[config.mk]
export PLATFORM = sky130hd
export DESIGN_NAME = if_fetch_unit
export DESIGN_NICKNAME = d
export VERILOG_FILES = /design/src/rtl/if_fetch_unit_pkg.sv /design/src/rtl/if_prefetch_fifo.sv /design/src/rtl/if_fetch_unit.sv
export SDC_FILE = /design/constraint.sdc
export NUM_CORES = 1
export LEC_CHECK = 0
export CAP_MARGIN = 20
export CORE_ASPECT_RATIO = 0.9
export CORE_UTILIZATION = 43
export CTS_CLUSTER_DIAMETER = 200
export DETAILED_ROUTE_END_ITERATION = 10
export GPL_ROUTABILITY_DRIVEN = 0
export GPL_TIMING_DRIVEN = 0
export PLACE_DENSITY = 0.71
export SYNTH_ARGS = -nofsm -noshare
export SYNTH_HDL_FRONTEND = slang
export SYNTH_SLANG_ARGS = --single-unit
[constraint.sdc]
create_clock -name clk -period 2.1 [get_ports clk]
set_clock_uncertainty 0.05 [all_clocks]
set_input_delay 0.42 -clock clk [delete_from_list [all_inputs] [get_ports clk]]
set_output_delay 0.42 -clock clk [all_outputs]
set_load 0.05 [all_outputs]
[src/rtl/if_fetch_unit_pkg.sv]
// Shared definitions for the instruction fetch stage.
//   if_state_e    : fetch FSM states (IDLE / RUN / DRAIN)
//   INSTR_W       : instruction word width
//   PC_INC        : byte increment between sequential fetch addresses
//   fetch_entry_t : one prefetch FIFO entry {instruction, pc}
package if_fetch_unit_pkg;

  localparam int unsigned INSTR_W = 32;
  localparam logic [31:0] PC_INC  = 32'd4;

  typedef enum logic [1:0] {
    IF_IDLE  = 2'd0,
    IF_RUN   = 2'd1,
    IF_DRAIN = 2'd2
  } if_state_e;

  typedef struct packed {
    logic [INSTR_W-1:0] instr;
    logic [31:0]        pc;
  } fetch_entry_t;

endpackage

[src/rtl/if_prefetch_fifo.sv]
// Prefetch FIFO: DEPTH x WIDTH synchronous FIFO with flush.
//   clk, rst_n : clock, asynchronous active-low reset (clears storage too)
//   push       : write push_data at the tail
//   pop        : advance the head (caller only pops when non-empty)
//   flush      : empty the FIFO; has priority over push and pop
//   count      : number of valid entries (0..DEPTH)
//   head       : storage at the read pointer, visible combinationally
//   empty      : count == 0
module if_prefetch_fifo #(
  parameter int unsigned DEPTH = 4,
  parameter int unsigned PTR_W = 2,
  parameter int unsigned WIDTH = 64
) (
  input  logic             clk,
  input  logic             rst_n,
  input  logic             push,
  input  logic [WIDTH-1:0] push_data,
  input  logic             pop,
  input  logic             flush,
  output logic [PTR_W:0]   count,
  output logic [WIDTH-1:0] head,
  output logic             empty
);

  logic [WIDTH-1:0] mem [DEPTH];
  logic [PTR_W-1:0] wr_ptr;
  logic [PTR_W-1:0] rd_ptr;

  always_ff @(posedge clk or negedge rst_n) begin
    if (!rst_n) begin
      mem    <= '{default: '0};
      wr_ptr <= '0;
      rd_ptr <= '0;
      count  <= '0;
    end else if (flush) begin
      wr_ptr <= '0;
      rd_ptr <= '0;
      count  <= '0;
    end else begin
      if (push) begin
        mem[wr_ptr] <= push_data;
        wr_ptr      <= wr_ptr + 1'b1;
      end
      if (pop) begin
        rd_ptr <= rd_ptr + 1'b1;
      end
      unique case ({push, pop})
        2'b10:   count <= count + 1'b1;
        2'b01:   count <= count - 1'b1;
        default: count <= count;
      endcase
    end
  end

  assign head  = mem[rd_ptr];
  assign empty = (count == '0);

endmodule

[src/rtl/if_fetch_unit.sv]
// Instruction fetch stage: holds the PC, issues word reads to instruction
// memory under a credit limit, buffers responses in a prefetch FIFO and
// presents them to the decoder. A redirect flushes the FIFO and discards
// responses to requests issued before it.
//   clk, rst_n              : clock, asynchronous active-low reset
//   imem_req_valid/addr     : fetch request (word aligned)
//   imem_req_ready          : memory accepts the request
//   imem_rsp_valid/data     : in-order response
//   if_decoder_instruction  : FIFO head instruction
//   if_decoder_pc           : FIFO head address
//   if_decoder_valid        : head entry valid
//   decoder_if_ready        : decoder consumes the head
//   redirect_valid/pc       : branch redirect strobe and target
// Optional build macro IF_PERF_CNT_EN adds:
//   perf_fetch_cnt          : decoder pops
//   perf_stall_cnt          : cycles with decoder ready but no valid head
module if_fetch_unit
  import if_fetch_unit_pkg::*;
#(
  parameter logic [31:0] RESET_PC = 32'h0000_0000,
  parameter int unsigned DEPTH    = 4,
  parameter int unsigned PTR_W    = 2
) (
  input  logic        clk,
  input  logic        rst_n,
  output logic        imem_req_valid,
  output logic [31:0] imem_req_addr,
  input  logic        imem_req_ready,
  input  logic        imem_rsp_valid,
  input  logic [31:0] imem_rsp_data,
  output logic [31:0] if_decoder_instruction,
  output logic [31:0] if_decoder_pc,
  output logic        if_decoder_valid,
  input  logic        decoder_if_ready,
  input  logic        redirect_valid,
  input  logic [31:0] redirect_pc
`ifdef IF_PERF_CNT_EN
  ,
  output logic [31:0] perf_fetch_cnt,
  output logic [31:0] perf_stall_cnt
`endif
);

  localparam logic [PTR_W+1:0] DEPTH_L = (PTR_W+2)'(DEPTH);
  localparam logic [PTR_W:0]   ONE     = (PTR_W+1)'(1);

  if_state_e    state;
  logic [31:0]  fetch_pc;
  logic [31:0]  rsp_pc;
  logic [PTR_W:0] outstanding;
  logic [PTR_W:0] drop_cnt;
  logic [PTR_W:0] out_next;
  logic [PTR_W:0] fifo_count;
  logic [31:0]  redirect_aligned;
  logic         req_hs;
  logic         fifo_push;
  logic         fifo_pop;
  logic         fifo_empty;
  fetch_entry_t push_entry;
  fetch_entry_t head_entry;
  logic [63:0]  fifo_head;

  assign redirect_aligned = redirect_pc & 32'hFFFF_FFFC;

  // Credit check covers both buffered entries and in-flight responses,
  // so every accepted request is guaranteed a FIFO slot.
  assign imem_req_valid = (state == IF_RUN) &&
                          (({1'b0, fifo_count} + {1'b0, outstanding}) < DEPTH_L);
  assign imem_req_addr  = fetch_pc;
  assign req_hs         = imem_req_valid && imem_req_ready;

  always_comb begin
    out_next = outstanding;
    if (req_hs && !imem_rsp_valid) begin
      out_next = outstanding + ONE;
    end else if (!req_hs && imem_rsp_valid) begin
      out_next = outstanding - ONE;
    end
  end

  assign fifo_push        = imem_rsp_valid && (state == IF_RUN) && !redirect_valid;
  assign fifo_pop         = if_decoder_valid && decoder_if_ready && !redirect_valid;
  assign push_entry.instr = imem_rsp_data;
  assign push_entry.pc    = rsp_pc;

  if_prefetch_fifo #(
    .DEPTH (DEPTH),
    .PTR_W (PTR_W),
    .WIDTH (64)
  ) u_fifo (
    .clk       (clk),
    .rst_n     (rst_n),
    .push      (fifo_push),
    .push_data (push_entry),
    .pop       (fifo_pop),
    .flush     (redirect_valid),
    .count     (fifo_count),
    .head      (fifo_head),
    .empty     (fifo_empty)
  );

  assign head_entry             = fetch_entry_t'(fifo_head);
  assign if_decoder_valid       = !fifo_empty;
  assign if_decoder_instruction = head_entry.instr;
  assign if_decoder_pc          = head_entry.pc;

  always_ff @(posedge clk or negedge rst_n) begin
    if (!rst_n) begin
      state       <= IF_IDLE;
      fetch_pc    <= RESET_PC;
      rsp_pc      <= RESET_PC;
      outstanding <= '0;
      drop_cnt    <= '0;
    end else begin
      outstanding <= out_next;
      if (redirect_valid) begin
        // Everything still owed by memory, including a request accepted in
        // this very cycle, belongs to the old path and must be dropped.
        fetch_pc <= redirect_aligned;
        rsp_pc   <= redirect_aligned;
        drop_cnt <= out_next;
        state    <= (out_next != '0) ? IF_DRAIN : IF_RUN;
      end else begin
        if (req_hs) begin
          fetch_pc <= fetch_pc + PC_INC;
        end
        unique case (state)
          IF_IDLE: state <= IF_RUN;
          IF_RUN: begin
            if (imem_rsp_valid) begin
              rsp_pc <= rsp_pc + PC_INC;
            end
          end
          IF_DRAIN: begin
            if (imem_rsp_valid) begin
              drop_cnt <= drop_cnt - ONE;
              if (drop_cnt == ONE) begin
                state <= IF_RUN;
              end
            end
          end
          default: state <= IF_IDLE;
        endcase
      end
    end
  end

`ifdef IF_PERF_CNT_EN
  always_ff @(posedge clk or negedge rst_n) begin
    if (!rst_n) begin
      perf_fetch_cnt <= '0;
      perf_stall_cnt <= '0;
    end else begin
      if (fifo_pop) begin
        perf_fetch_cnt <= perf_fetch_cnt + 32'd1;
      end
      if (decoder_if_ready && !if_decoder_valid) begin
        perf_stall_cnt <= perf_stall_cnt + 32'd1;
      end
    end
  end
`endif

endmodule

==> Word level (Yosys, flattened, before mapping) <==
Cells that the tools add are included.
{ "word_totals": {"regBits": 335, "in_bits": 70, "output_inout_bits": 98, "elab_cells": 91} }
{ "op_classes": {"addsub": 10, "order_cmp": 4, "eq_ne": 8, "mux": 27, "bitwise_logic": 3, "n_reduce_logical": 27} }
{ "op_table": {"columns": ["cell", "n"], "rows": [
  ["256-bit bitwise mux", 1],
  ["64-bit two-way mux", 3],
  ["32-bit two-way mux", 5],
  ["64-bit binary-select mux with 2-bit select", 1],
  ["64-bit demux with 2-bit select", 1],
  ["32-bit by 3-bit adder with 32-bit output (second input constant)", 2],
  ["3-bit two-way mux", 6],
  ["2-bit two-way mux", 8],
  ["2-bit nonzero test", 6],
  ["1-bit logical AND", 9],
  ["3-bit by 1-bit subtractor with 3-bit output (second input constant)", 3],
  ["3-bit by 1-bit adder with 3-bit output (second input constant)", 2],
  ["3-bit >= comparator (second input constant)", 2],
  ["3-bit inequality test (second input constant)", 2],
  ["2-bit inverter with 3-bit output", 2],
  ["2-bit one-hot mux with 3 select lines", 1],
  ["3-bit one-hot mux with 2 select lines", 1],
  ["2-bit AND reduction", 3],
  ["3-bit nonzero test", 2],
  ["2-bit by 1-bit adder with 2-bit output (second input constant)", 2],
  ["3-bit by 3-bit adder with 4-bit output", 1],
  ["2-bit by 1-bit equality test with 1-bit output (second input constant)", 2],
  ["2-bit equality test (second input constant)", 2],
  ["1-bit zero test", 4],
  ["other kinds (8)", 8]
]} }

==> Longest topological paths before layout <==
Gate-level depths: netlist (run 1).
{ "logic_depth": {"word_depth": 11, "depth_mapped": 9, "ltp_nobuf": 8} }

==> Hierarchy <==
Synthesis (run 1) repeated with hierarchy kept, for this count alone.
{ "hier_totals": {"hier_cells": 1062, "hier_area_um2": 16634.7} }
{ "modules_own_cells": {"columns": ["mod", "n_inst", "cells_per_inst", "area_each_um2", "seq_area_each_um2"], "rows": [
  ["if_prefetch_fifo", 1, 657, 12492.0, 6581.3],
  ["if_fetch_unit", 1, 405, 4142.7, 1701.6]
]} }

==> Worst setup path after synthesis (run 1) <==
Ideal clock, no wire load.
{ "synth_timing": {"path_kind": "register to register", "startpoint": "register fetch_pc[10], in the netlist imem_req_addr[10]", "endpoint": "register fetch_pc[27], in the netlist imem_req_addr[27]", "setup_ns": 0.125, "arrival_time_ns": 2.135, "required_time_ns": 1.925, "setup_slack_ns": -0.210, "stages_incl_launch_ff": 6, "path_buffers": 0, "synth_period_minus_slack_ns": 2.310, "cell_sequence": "dfrtp_1 > nand4_4 > or4_4 > nor4_2 > xor2_1 > mux2_2"} }
{ "synth_between": {"elab_chain_cells": 3} }
{ "synth_rtl": {"columns": ["element", "line", "source"], "rows": [
  ["start, declared", "if_fetch_unit.sv:48", "logic [31:0] fetch_pc;"],
  ["start signal, assigned", "if_fetch_unit.sv:119", "fetch_pc <= redirect_aligned;"],
  ["start signal, assigned", "if_fetch_unit.sv:125", "fetch_pc <= fetch_pc + PC_INC;"],
  ["32-bit by 3-bit adder with 32-bit output", "if_fetch_unit.sv:125", null],
  ["32-bit two-way mux", "if_fetch_unit.sv:124", "if (req_hs) begin"],
  ["32-bit two-way mux", "if_fetch_unit.sv:116", "if (redirect_valid) begin"]
]} }
Every way passes these cells. The select of a mux whose other input is x is not followed.
A chain may end at the register's enable or synchronous reset.

==> Final worst setup path (run 1) <==
{ "layout_timing": {"startpoint": "register u_fifo.rd_ptr[0]", "endpoint": "output if_decoder_instruction[29]"} }
{ "layout_between": {"elab_chain_cells": 4} }
{ "layout_rtl": {"columns": ["element", "line", "source"], "rows": [
  ["start, declared", "if_prefetch_fifo.sv:27", "logic [PTR_W-1:0] rd_ptr;"],
  ["start signal, assigned", "if_prefetch_fifo.sv:45", "rd_ptr <= rd_ptr + 1'b1;"],
  ["2-bit inverter with 3-bit output (implied by the code)", "if_prefetch_fifo.sv:55", "assign head = mem[rd_ptr];"],
  ["64-bit binary-select mux with 2-bit select", "if_prefetch_fifo.sv:55", null],
  ["64-bit two-way mux (implied by the code) (2 in series)", "if_prefetch_fifo.sv:55", null],
  ["end, declared", "if_fetch_unit.sv:31", "output logic [31:0] if_decoder_instruction,"]
]} }
Every way passes these cells. The select of a mux whose other input is x is not followed.

==> flow_metrics.env, run 1 <==
export IMPL_status="finished, violations left"
export IMPL_violations="negative hold slack, negative setup slack"
export IMPL_cpMostUsedCell="buf_4"
export IMPL_r2r_slack_ps=-140
export IMPL_dp_hpwl_mm=24.5
export IMPL_critPathKind="reg2out"
export IMPL_start_kind="flop"
export IMPL_drv_slew=0
export IMPL_dieArea_mm2=0.0361
export IMPL_ant_nets=0
export IMPL_fin_area_mm2=0.0197
export IMPL_vias=10013
export IMPL_globalRouteOverflowTotal=0
export IMPL_clockBufferDepth=3
export IMPL_post_place_cells=1713
export IMPL_crit_path_max_incr_delay_ps=490
export IMPL_synth_area_mm2=0.0152
export IMPL_synth_seq_cells=323
export IMPL_power_density_mw_per_mm2=1210
export IMPL_maxCapViolations=0
export IMPL_portBuffers=160
export IMPL_first_pass_iters=5
export IMPL_synth_most_common_cell="dfrtp_1"
export IMPL_grt_antenna_before_repair=0
export IMPL_critical_path_arrival_ps=1970
export IMPL_place_area_mm2=0.0175
export IMPL_die_width_um=200
export IMPL_ys_async_sr_fraction=1.00
export IMPL_grt_pass1_vias=10249
export IMPL_drt_wl_total_mm=37.0
export IMPL_cts_clk_slew_worst_paths_ps=60
export IMPL_critical_path_required_ps=1630
export IMPL_cp_slowest_cell="mux4_2"
export IMPL_slew_headroom=0.502
export IMPL_clock_latency_ps=520
export IMPL_syn_inst=1086
export IMPL_finalHoldViolCount=91
export IMPL_via_per_inst=5.50
export IMPL_seq_area_frac_synth=0.532
export IMPL_synth_edff_count=0
export IMPL_cts_tree="done"
export IMPL_core_area_mm2=0.0344
export IMPL_cellLeakagePower_nw=9.10
export IMPL_wire_per_inst_um=20.4
export IMPL_final_nets=1416
export IMPL_cts_buffers_inserted=35
export IMPL_crit_fanout=9
export IMPL_fin_cells=1819
export IMPL_ios=168
export IMPL_fmax_mhz=409
export IMPL_drc=0
export IMPL_die_h_um=180
export IMPL_min_path_type="in2async"
export IMPL_htreeDepth=2
export IMPL_ys_warn_count=0
export IMPL_vdd_drop_max_uv=578
export IMPL_end_kind="output pin"
export IMPL_avgSynthCellArea_um2=14.0
export IMPL_yosysTopAreaCell="dfrtp_1"
export IMPL_synthFlopType="dfrtp_1"
export IMPL_tightest_slew_ps=747
export IMPL_synth_area_top_cells="dfrtp_1 53%, mux2_2 20%, mux4_2 9.2%"
export IMPL_setup_violations=71
export IMPL_cp_num_buf_inv=4
export IMPL_fp_row_count=64
export IMPL_finalWorstSetupSlack_ps=-343
export IMPL_initial_core_util=0.442
export IMPL_grtUsageTotal=0.202
export IMPL_rsz0062_at_grt="yes"
export IMPL_period_needed_ps=2440
export IMPL_fin_crit_sh=1.16
export IMPL_cp_cell_sequence="buf_12 > buf_4 > buf_4 > mux4_2 > buf_6"
export IMPL_fin_hold_ws_ps=-159
export IMPL_grt_pass1_wl_mm=57.6
export IMPL_clock_sinks=323
export IMPL_grt_max_degree=124
export IMPL_ys_types=58
export IMPL_ctsRootBufferMaster="clkbuf_16"
export IMPL_area_growth_synth_to_final_pct=29.7
export IMPL_cp_top_family="buffers and inverters"
export IMPL_num_antenna_cells=0
export IMPL_drive_gt1_frac=0.466
export IMPL_synth_common_cells="323 x dfrtp_1, 272 x mux2_2, 62 x mux4_2, 46 x nand2_1, 41 x xnor2_1"
export IMPL_synth_top_area_frac=0.532
export IMPL_drt_iter0_markers=492
power by group:
part / switching (W) / internal (W)
Combinational: 0.00517 / 0.00411
Sequential: 0.000690 / 0.00719
Clock: 0.00252 / 0.00416
placed cells by master, fill, tap and decap left out, types with 8 or more instances in the layout:
cell / n
dfrtp_1: 295
mux2_2: 264
buf_6: 69
clkdlybuf4s50_1: 64
mux4_2: 62
buf_4: 50
nand2_1: 45
clkbuf_16: 41
xnor2_1: 41
dlygate4sd2_1: 30
dfrtp_2: 28
nor2_1: 27
o21ai_0: 19
nand3_1: 19
nand4_1: 19
and3_1: 18
clkbuf_1: 17
nor3_1: 17
inv_1: 13
xor2_1: 13
buf_2: 12
clkbuf_4: 12
a21oi_1: 10
ha_1: 10
buf_12: 9
clkbuf_2: 9
mux2_4: 8
clkinv_2: 8
bufinv_16: 8
stage by stage:
stage	hold WS, ps	setup TNS (ps)	power (W)	worst slack [ps]	utilization
after floorplan	74.4	-3500	0.0135	-62.8	-
after detailed placement	421	-292050	0.0162	-1070	0.509
final	-159	-18260	0.0238	-343	0.574
after CTS	-104	-19730	0.0235	-378	0.555
after global placement	406	-4604830	0.0160	-14600	0.507
after global routing	-75.5	-24280	0.0249	-407	0.574
per-layer routing:
metal / up-vias / routed length, um / GRT usage
li1: 4453 / - / -
met1: 5229 / 16800 / 0.292
met2: 268 / 17500 / 0.314
met3: 63 / 1790 / 0.0304
met4: 0 / 915 / 0.0594
met5: - / 0 / 0
layout make-up:
type / instances / area [um^2]
fill: 2706 / 14600
timing repair buffer: 215 / 2230
sequential: 323 / 8120
clock buffer: 41 / 928
clock inverter: 20 / 315
tap: 462 / 578
multi-input combinational: 675 / 6950
buffer: 69 / 533
inverter: 14 / 52.6
final timing paths:
kind / depth (start not counted) / end / from
max: 5 / if_decoder_instruction[29] / u_fifo.rd_ptr[0]
min: 1 / u_fifo.mem[177] / rst_n
max reg2reg: 7 / state[1] / outstanding[2]
min reg2reg: 2 / u_fifo.mem[151] / u_fifo.mem[151]
max in group asynchronous: 3 / imem_req_addr[3] / rst_n
min in group clk: 3 / rsp_pc[22] / redirect_valid
repair_timing:
item | in CTS | in global routing
pin swaps | 10 | 40
hold endpoints to repair | 91 | 91
setup buffers | 20 | 27
setup endpoints to repair | 371 | 264
cloned | 0 | 6
resized for setup | 528 | 89
registers in the layout (all words and copies together), names as in the netlist, 3 cells and up:
name and flops:
drop_cnt 3, imem_req_addr 30, outstanding 3, rsp_pc 30
u_fifo.count 3, u_fifo.mem 248
cell families after synthesis:
kind of cell | Yosys count | share of synthesized area
AO/OA/AOI/OAI | 55 | 0.0220
XOR/XNOR | 54 | 0.0311
adder cells (fa/ha/maj) | 13 | 0.0112
buffers and inverters | 91 | 0.0268
flip-flops | 323 | 0.532
multiplexers | 340 | 0.297
other | 1 | 0.000247
AND/OR/NAND/NOR | 209 | 0.0794
Power figures use the tool's default switching activity.
==> run 2: changes to the inputs <==
Settings changed: CELL_PAD_IN_SITES_DETAIL_PLACEMENT set to 1, CELL_PAD_IN_SITES_GLOBAL_PLACEMENT set to 2, CORE_UTILIZATION 43 to 36, PLACE_DENSITY 0.71 to 0.81.
==> flow_metrics.env, run 2 (synthesized netlist as in run 1, its figures left out) <==
export IMPL_cts_clk_slew_worst_paths_ps=60
export IMPL_area_growth_synth_to_final_pct=31.6
export IMPL_multiInputGateArea_mm2=0.00699
export IMPL_critical_path_required_ps=1630
export IMPL_via_per_inst=5.26
export IMPL_clockBufferDepth=3
export IMPL_end_kind="output pin"
export IMPL_grt_pass1_wl_mm=64.9
export IMPL_crit_fanout=6
export IMPL_setup_violations=63
export IMPL_critical_path_arrival_ps=1990
export IMPL_critPathKind="reg2out"
export IMPL_first_pass_iters=5
export IMPL_fin_crit_sh=1.17
export IMPL_grtUsageTotal=0.195
export IMPL_finalHoldViolCount=0
export IMPL_cellLeakagePower_nw=9.14
export IMPL_status="finished, violations left"
export IMPL_drt_wl_total_mm=41.5
export IMPL_final_common_cell="dfrtp_1"
export IMPL_cp_cell_sequence="clkbuf_16 > buf_12 > mux4_2 > buf_6"
export IMPL_dieArea_mm2=0.0430
export IMPL_fin_area_mm2=0.0200
export IMPL_violations="negative setup slack"
export IMPL_drv_slew=0
export IMPL_clock_latency_ps=530
export IMPL_crit_path_max_incr_delay_ps=560
export IMPL_regArea_mm2=0.00812
export IMPL_portBuffers=160
export IMPL_die_h_um=197
export IMPL_fill_cells=4152
export IMPL_largest_reg_flops=248
export IMPL_min_path_type="reg2reg"
export IMPL_place_area_mm2=0.0176
export IMPL_final_nets=1422
export IMPL_slew_headroom=0.495
export IMPL_core_area_mm2=0.0417
export IMPL_cp_num_buf_inv=3
export IMPL_cts_tree="done"
export IMPL_power_density_mw_per_mm2=1210
export IMPL_dpl_worst_slack_ps=-1090
export IMPL_initial_core_util=0.365
export IMPL_htreeDepth=2
export IMPL_cts_buffers_inserted=37
export IMPL_drc=0
export IMPL_num_antenna_cells=0
export IMPL_grt_antenna_before_repair=0
export IMPL_finalWorstSetupSlack_ps=-361
export IMPL_period_needed_ps=2460
export IMPL_drive_gt1_frac=0.474
export IMPL_grt_pass1_vias=11099
export IMPL_start_kind="flop"
export IMPL_layout_common_cells="296 x dfrtp_1, 268 x mux2_2, 70 x buf_6"
export IMPL_final_util=0.480
export IMPL_vias=10063
export IMPL_grt_max_degree=116
export IMPL_top_register="u_fifo.mem"
export IMPL_die_width_um=219
export IMPL_fmax_mhz=406
export IMPL_drt_iter0_markers=426
export IMPL_rsz0062_at_grt="yes"
export IMPL_ios=168
export IMPL_clock_sinks=323
export IMPL_cp_top_family="multiplexers"
export IMPL_ant_nets=0
export IMPL_wire_per_inst_um=21.7
export IMPL_globalRouteOverflowTotal=0
export IMPL_maxCapViolations=0
export IMPL_vdd_drop_max_uv=804
export IMPL_cp_slowest_cell="mux4_2"
export IMPL_tightest_slew_ps=758
export IMPL_ctsRootBufferMaster="clkbuf_16"
export IMPL_dp_hpwl_mm=27.6
export IMPL_fp_row_count=71
-- run 2: cell types whose count changed in the layout (fill, tap and decap cells not counted), moves of 4 or more --
| cell | change |
|---|---|
| nand3_2 | +4 |
| mux2_2 | +4 |
| clkbuf_8 | +4 |
| clkinv_2 | -5 |
| nand3_1 | -4 |
| buf_8 | +5 |
| clkbuf_4 | -6 |
| buf_2 | +4 |
| mux2_4 | -4 |
| bufinv_16 | -4 |
-- run 2: repair_timing --
action / in CTS / in global routing
cloned: 2 / 5
pin swaps: 20 / 24
endpoints found under the setup margin: 392 / 260
hold buffers: 1 / 0
setup buffers: 23 / 27
resized for setup: 552 / 99
endpoints found under the hold margin: 94 / 0
-- run 2: layer usage --
layer / up-vias / GRT usage / share of wire
li1: 4477 / - / -
met1: 5318 / 0.272 / 0.46
met2: 210 / 0.320 / 0.48
met3: 58 / 0.0293 / 0.041
met4: 0 / 0.0425 / 0.019
met5: - / 0 / 0
-- run 2: final cells by class --
class                           count  area share
Sequential cell                   323       0.406
Multi-Input combinational cell    675       0.350
Timing Repair Buffer              220       0.119
Clock buffer                       55      0.0532
Tap cell                          547      0.0342
Buffer                             68      0.0265
Clock inverter                     11     0.00920
Inverter                           14     0.00263
-- run 2: worst register-to-register path, cell delays in order, from the launching register on --
cell and delay (ps):
dfrtp_1 410, ha_4 260, nor3_4 140, buf_6 130
nand4_4 80, buf_12 170, buf_8 130, mux2i_4 180
a311o_1 320, o21a_1 120
-- run 2: path summary, 6_finish.rpt --
path | start | endpoint | slack [ps] | cells after the start
min | u_fifo.mem[82] | u_fifo.mem[82] | 430 | 2
max reg2reg | outstanding[2] | state[1] | 0 | 9
max in group asynchronous | rst_n | imem_req_addr[16] | 420 | 3
max | u_fifo.rd_ptr[0] | if_decoder_pc[12] | -360 | 4
min reg2reg | u_fifo.mem[82] | u_fifo.mem[82] | 430 | 2
min in group asynchronous | rst_n | u_fifo.mem[241] | 460 | 2
-- run 2: per-stage QoR --
step	instances	total power (W)	TNS [ps]	hold WS, ps
after floorplan	1089	0.0135	-3500	74.4
after global placement	1796	0.0161	-4702240	408
after detailed placement	1798	0.0163	-301510	421
after CTS	1886	0.0236	-22920	426
after global routing	1913	0.0252	-24330	465
final	1913	0.0241	-20190	431
-- run 2: power by group --
group          switching [W]  internal (W)
logic                0.00529       0.00423
clock network        0.00267       0.00402
registers           0.000726       0.00720
total                0.00869        0.0154
